==> src/rtl/mem_wb_regfile_pkg.sv <==
// Shared core constants and the writeback-source encoding.
// Decode and execute use the same encoding when they drive wbcr.
package mem_wb_regfile_pkg;

    localparam int DW   = 8;
    localparam int NREG = 8;
    localparam int AW   = 3;

    typedef enum logic [1:0] {
        WB_ALU = 2'd0,
        WB_DM  = 2'd1,
        WB_MOV = 2'd2,
        WB_EA  = 2'd3
    } wbcr_e;

endpackage

==> src/rtl/mem_wb_regfile_wb_sel.sv <==
// Combinational 4:1 writeback source select; zero latency, no flow control.
module mem_wb_regfile_wb_sel #(
    parameter int DW = mem_wb_regfile_pkg::DW
) (
    input  mem_wb_regfile_pkg::wbcr_e wbcr_i,
    input  logic [DW-1:0]             alud_i,
    input  logic [DW-1:0]             dm_i,
    input  logic [DW-1:0]             mov_i,
    input  logic [DW-1:0]             ea2_i,
    output logic [DW-1:0]             data_o
);
    import mem_wb_regfile_pkg::*;

    always_comb begin
        data_o = alud_i;
        case (wbcr_i)
            WB_ALU:  data_o = alud_i;
            WB_DM:   data_o = dm_i;
            WB_MOV:  data_o = mov_i;
            WB_EA:   data_o = ea2_i;
            default: data_o = alud_i;
        endcase
    end

endmodule

==> src/rtl/mem_wb_regfile.sv <==
// MEM/WB pipeline register, writeback select and 8x8 register file with bypassed reads.
// One cycle MEM->WB, array commits the edge after; stall holds the register, flush bubbles it.
module mem_wb_regfile #(
    parameter int DW   = mem_wb_regfile_pkg::DW,
    parameter int NREG = mem_wb_regfile_pkg::NREG,
    parameter int AW   = mem_wb_regfile_pkg::AW
) (
    input  logic          clk,
    input  logic          rst,
    input  logic          stall,
    input  logic          flush,
    input  logic          in_valid,
    input  logic [DW-1:0] in_alud,
    input  logic [DW-1:0] in_dm,
    input  logic [DW-1:0] in_mov,
    input  logic [DW-1:0] in_ea2,
    input  logic [1:0]    in_wbcr,
    input  logic [AW-1:0] in_rd,
    input  logic          in_regwrite,
    input  logic [AW-1:0] ra_addr,
    input  logic [AW-1:0] rb_addr,
    output logic [DW-1:0] ra_data,
    output logic [DW-1:0] rb_data,
    output logic          wb_valid,
    output logic          wb_we,
    output logic [AW-1:0] wb_rd,
    output logic [DW-1:0] wb_data
);
    import mem_wb_regfile_pkg::*;

    logic          valid_q, valid_d;
    logic [DW-1:0] alud_q, alud_d;
    logic [DW-1:0] dm_q, dm_d;
    logic [DW-1:0] mov_q, mov_d;
    logic [DW-1:0] ea2_q, ea2_d;
    wbcr_e         wbcr_q, wbcr_d;
    logic [AW-1:0] rd_q, rd_d;
    logic          regwrite_q, regwrite_d;

    logic [DW-1:0] regs_q [NREG];

    // Flush only clears valid; payload fields just hold, as they are don't-care.
    always_comb begin
        valid_d    = valid_q;
        alud_d     = alud_q;
        dm_d       = dm_q;
        mov_d      = mov_q;
        ea2_d      = ea2_q;
        wbcr_d     = wbcr_q;
        rd_d       = rd_q;
        regwrite_d = regwrite_q;
        if (flush) begin
            valid_d = 1'b0;
        end else if (!stall) begin
            valid_d    = in_valid;
            alud_d     = in_alud;
            dm_d       = in_dm;
            mov_d      = in_mov;
            ea2_d      = in_ea2;
            wbcr_d     = wbcr_e'(in_wbcr);
            rd_d       = in_rd;
            regwrite_d = in_regwrite;
        end
    end

    always_ff @(posedge clk or posedge rst) begin
        if (rst) begin
            valid_q    <= 1'b0;
            alud_q     <= '0;
            dm_q       <= '0;
            mov_q      <= '0;
            ea2_q      <= '0;
            wbcr_q     <= WB_ALU;
            rd_q       <= '0;
            regwrite_q <= 1'b0;
        end else begin
            valid_q    <= valid_d;
            alud_q     <= alud_d;
            dm_q       <= dm_d;
            mov_q      <= mov_d;
            ea2_q      <= ea2_d;
            wbcr_q     <= wbcr_d;
            rd_q       <= rd_d;
            regwrite_q <= regwrite_d;
        end
    end

    mem_wb_regfile_wb_sel #(.DW(DW)) u_wb_sel (
        .wbcr_i (wbcr_q),
        .alud_i (alud_q),
        .dm_i   (dm_q),
        .mov_i  (mov_q),
        .ea2_i  (ea2_q),
        .data_o (wb_data)
    );

    assign wb_valid = valid_q;
    assign wb_rd    = rd_q;
    assign wb_we    = valid_q & regwrite_q & (rd_q != '0);

    // R0 is never written because wb_we excludes rd==0, so it stays at its reset zero.
    always_ff @(posedge clk or posedge rst) begin
        if (rst) begin
            for (int i = 0; i < NREG; i++) begin
                regs_q[i] <= '0;
            end
        end else if (wb_we) begin
            regs_q[rd_q] <= wb_data;
        end
    end

    always_comb begin
        ra_data = regs_q[ra_addr];
        if (ra_addr == '0) begin
            ra_data = '0;
        end else if (wb_we && (ra_addr == rd_q)) begin
            ra_data = wb_data;
        end
    end

    always_comb begin
        rb_data = regs_q[rb_addr];
        if (rb_addr == '0) begin
            rb_data = '0;
        end else if (wb_we && (rb_addr == rd_q)) begin
            rb_data = wb_data;
        end
    end

endmodule

==> config.mk <==
export PLATFORM = sky130hd
export DESIGN_NAME = mem_wb_regfile
export DESIGN_NICKNAME = d
export VERILOG_FILES = /design/src/rtl/mem_wb_regfile_pkg.sv /design/src/rtl/mem_wb_regfile_wb_sel.sv /design/src/rtl/mem_wb_regfile.sv
export SDC_FILE = /design/constraint.sdc
export NUM_CORES = 1
export LEC_CHECK = 0
export CORE_UTILIZATION = 56
export CTS_BUF_LIST = sky130_fd_sc_hd__clkbuf_8
export DETAILED_ROUTE_END_ITERATION = 6
export PLACE_DENSITY = 0.8
export SLEW_MARGIN = 10
export SYNTH_ARGS = -nofsm -noshare
export SYNTH_HDL_FRONTEND = slang
export SYNTH_HIERARCHICAL = 1
export SYNTH_SLANG_ARGS = --single-unit
==> constraint.sdc <==
create_clock -name clk -period 4.9 [get_ports clk]
set_clock_uncertainty 0.05 [all_clocks]
set_input_delay 0.98 -clock clk [delete_from_list [all_inputs] [get_ports clk]]
set_output_delay 0.98 -clock clk [all_outputs]
set_load 0.05 [all_outputs]
==> out/metrics.cfg <==
[final_layout]
layout.nets = 460
layout_common_cells = mux2_2, dfrtp_1, clkdlybuf4s50_1
layout-drive-gt1-share_pct = 48.6
fillers = 625
final_util_pct = 70.8
final_common_cell = mux2_2
n_antenna_cell = 0
syn_to_final_growth_pct = 22.9
regArea_mm2 = 0.00258
multi_input_area_mm2 = 0.00259

[critical_path]
cp-start-kind = input pin
crit_path_end_kind = output pin
worstReg2RegStart = wb_rd[0]
worstPathArrival_ns = 3.07
critPathTopFamily = buffers and inverters
cpMaxStageDelayCell = nor3_1
crit_type = in2out
cp_cell_sequence = clkdlybuf4s50_1 -> buf_4 -> nor3_1 -> buf_4 -> nor2_1 -> buf_12
required_ns = 3.87
startpoint = rb_addr[1]
crit_buf_inv = 4
cpPeakStageDelay_ns = 0.79
cpMostUsedCell = buf_4
crit_fanout = 7

[power_and_ir_drop]
seq_power_share_pct = 42.4
p_total_mw = 2.90
internal_power_mw = 1.88
p_switching_mw = 1.02
p_comb_share_pct = 39.9
swShare_pct = 35.1
power_density_mw_per_mm2 = 444
leakage_nw = 2.74
clkPwrFrac_pct = 17.7
peakVddDrop_mv = 0.240

[grt]
first_global_vias = 3472
overflow = 0
track_usage_pct = 25.2
grt_max_degree = 67
grt_antenna_before_repair = 0
grt_pass1_wl_mm = 18.5

[sta]
tns_ns = 0
max_slew_margin_pct = 32.8
finalCritPeriodShare_pct = 83.7
rsz0062_at_grt = false
worstMarginPinSlew_ns = 1.01
hold_violations = 0
finalSetupViolCount = 0
slew_viol_final = 0
min_period_ns = 4.10
fmax_mhz = 244

[route]
top_layer_used = met4
drt.antenna.violating_nets = 0
routedWlPerCell_um = 20.6
wl_met3_um = 501
drt_iter0_drc = 127
via_count = 3192
routed_wl_mm = 11.2
wl_met1_mm = 4.80
route.met2.wl_mm = 5.71
viasPerCell = 5.86
first_pass_iters = 4
route.detailed.drc = 0

[clock_network]
clockBufferDepth = 2
clk_pin_slew_ns = 0.10
cts_inserted_buffers = 9
cts_tree = built
clk_latency_ns = 0.37
clock-sinks = 103
htreeDepth = 3
cts-resized-gates = 0
post-cts-setup-buffers = 0
cts_root_buffer = clkbuf_8
ctsHoldBuffers = 0

[synthesis]
yosys_warnings = 6
synthFlopType = dfrtp_1
synth-edff-count = 0
syn-cell-area_mm2 = 0.00532
synth-seq-cells = 103
avgSynthCellArea_um2 = 15.6
syn-num-nets = 389
seq_area_frac_synth_pct = 48.4
ys_async_sr_fraction_pct = 100
synth_cell_types = 23
netlist_instances = 340

[floorplanning]
die_area_mm2 = 0.00989
initial_utilization_pct = 57.6
core_mm2 = 0.00924
rows = 35
fp.dieW_um = 99.5
die_height_um = 99.5
ioPinCount = 78

[placed_design]
gp_congestion = 0.764
hpwlAfterDp_mm = 7.79
port_buffers = 77

[worst_hold_path]
hold_path.class = reg2reg
holdCritStartpoint = regs_q[62]

[run]
drv_cap = 0

[run_status]
outcome = complete, no violations

synth_stat cells, types with 3 or more instances:
| cell type | count | area, µm² |
|---|---|---|
| dfrtp_1 | 103 | 2580 |
| xor2_1 | 6 | 52.6 |
| buf_6 | 3 | 33.8 |
| buf_1 | 3 | 11.3 |
| mux2_2 | 110 | 1240 |
| mux2i_1 | 17 | 170 |
| buf_2 | 5 | 25.0 |
| mux4_2 | 40 | 901 |
| clkbuf_1 | 11 | 41.3 |
| nor2_1 | 20 | 75.1 |
| nor3_2 | 3 | 30.0 |
| buf_4 | 5 | 37.5 |
power by group through the flow:
stage / clock network (mW) / logic [mW] / registers, mW
3_5_place_dp: 0 / 1.17 / 1.25
6_report: 0.514 / 1.16 / 1.23
3_3_place_gp: 0 / 1.14 / 1.23
5_1_grt: 0.560 / 1.22 / 1.26
4_1_cts: 0.527 / 1.17 / 1.23
2_1_floorplan: 0 / 0.798 / 1.19
worst paths after layout:
path                              end  slack (ns)  cells past startpoint
max                        rb_data[4]        0.80                      6
min reg2reg                regs_q[62]        0.35                      0
max reg2reg                regs_q[33]        2.70                      3
max in group asynchronous   alud_q[2]        2.75                      3
min in group asynchronous   alud_q[7]        1.05                      2
min                        regs_q[62]        0.35                      0
final cells by class:
class | count | area share, %
tap | 129 | 2.47
sequential | 103 | 39.4
clock buffer | 9 | 1.89
timing repair buffer | 88 | 15.5
clock inverter | 7 | 0.995
inverter | 2 | 0.153
multi-input combinational | 207 | 39.6
registers in the layout (all words and copies together), names as in the netlist:
signal / cells
regs_q: 64
alud_q: 8
dm_q: 8
ea2_q: 8
mov_q: 8
wb_rd: 3
wbcr_q: 2
regwrite_q: 1
wb_valid: 1
metrics by stage:
stage	hold slack [ns]	setup WS [ns]	cell area, µm²	cells
global route	0.377	0.694	6540	545
CTS	0.357	0.788	6540	545
global placement	0.327	0.820	6350	529
detailed placement	0.334	0.799	6350	529
finish	0.353	0.799	6540	545
floorplan	0.391	1.17	5320	340
worst reg2reg max path, delay by kind of cell (launching register included):
family           cells  cell delay (ns)
DFF                  1             0.61
and+or+nand+nor      2             1.00
muxes                1             0.42
cell families (layout without fill, tap and decap cells):
kind of cell | after synthesis | after routing | synth area share (%)
buffers and inverters | 30 | 106 | 3.03
AND/OR/NAND/NOR | 33 | 33 | 3.62
multiplexers | 167 | 167 | 43.4
XOR/XNOR | 6 | 6 | 0.988
AO/OA/AOI/OAI | 1 | 1 | 0.494
flip-flops | 103 | 103 | 48.4
routing by layer:
| metal | global-route usage (%) | vias up |
|---|---|---|
| met5 | 0 | - |
| met1 | 33.4 | 1674 |
| met2 | 42.2 | 89 |
| met4 | 8.48 | 0 |
| met3 | 4.78 | 14 |
| li1 | - | 1415 |
(Power assumes the default switching activity.)
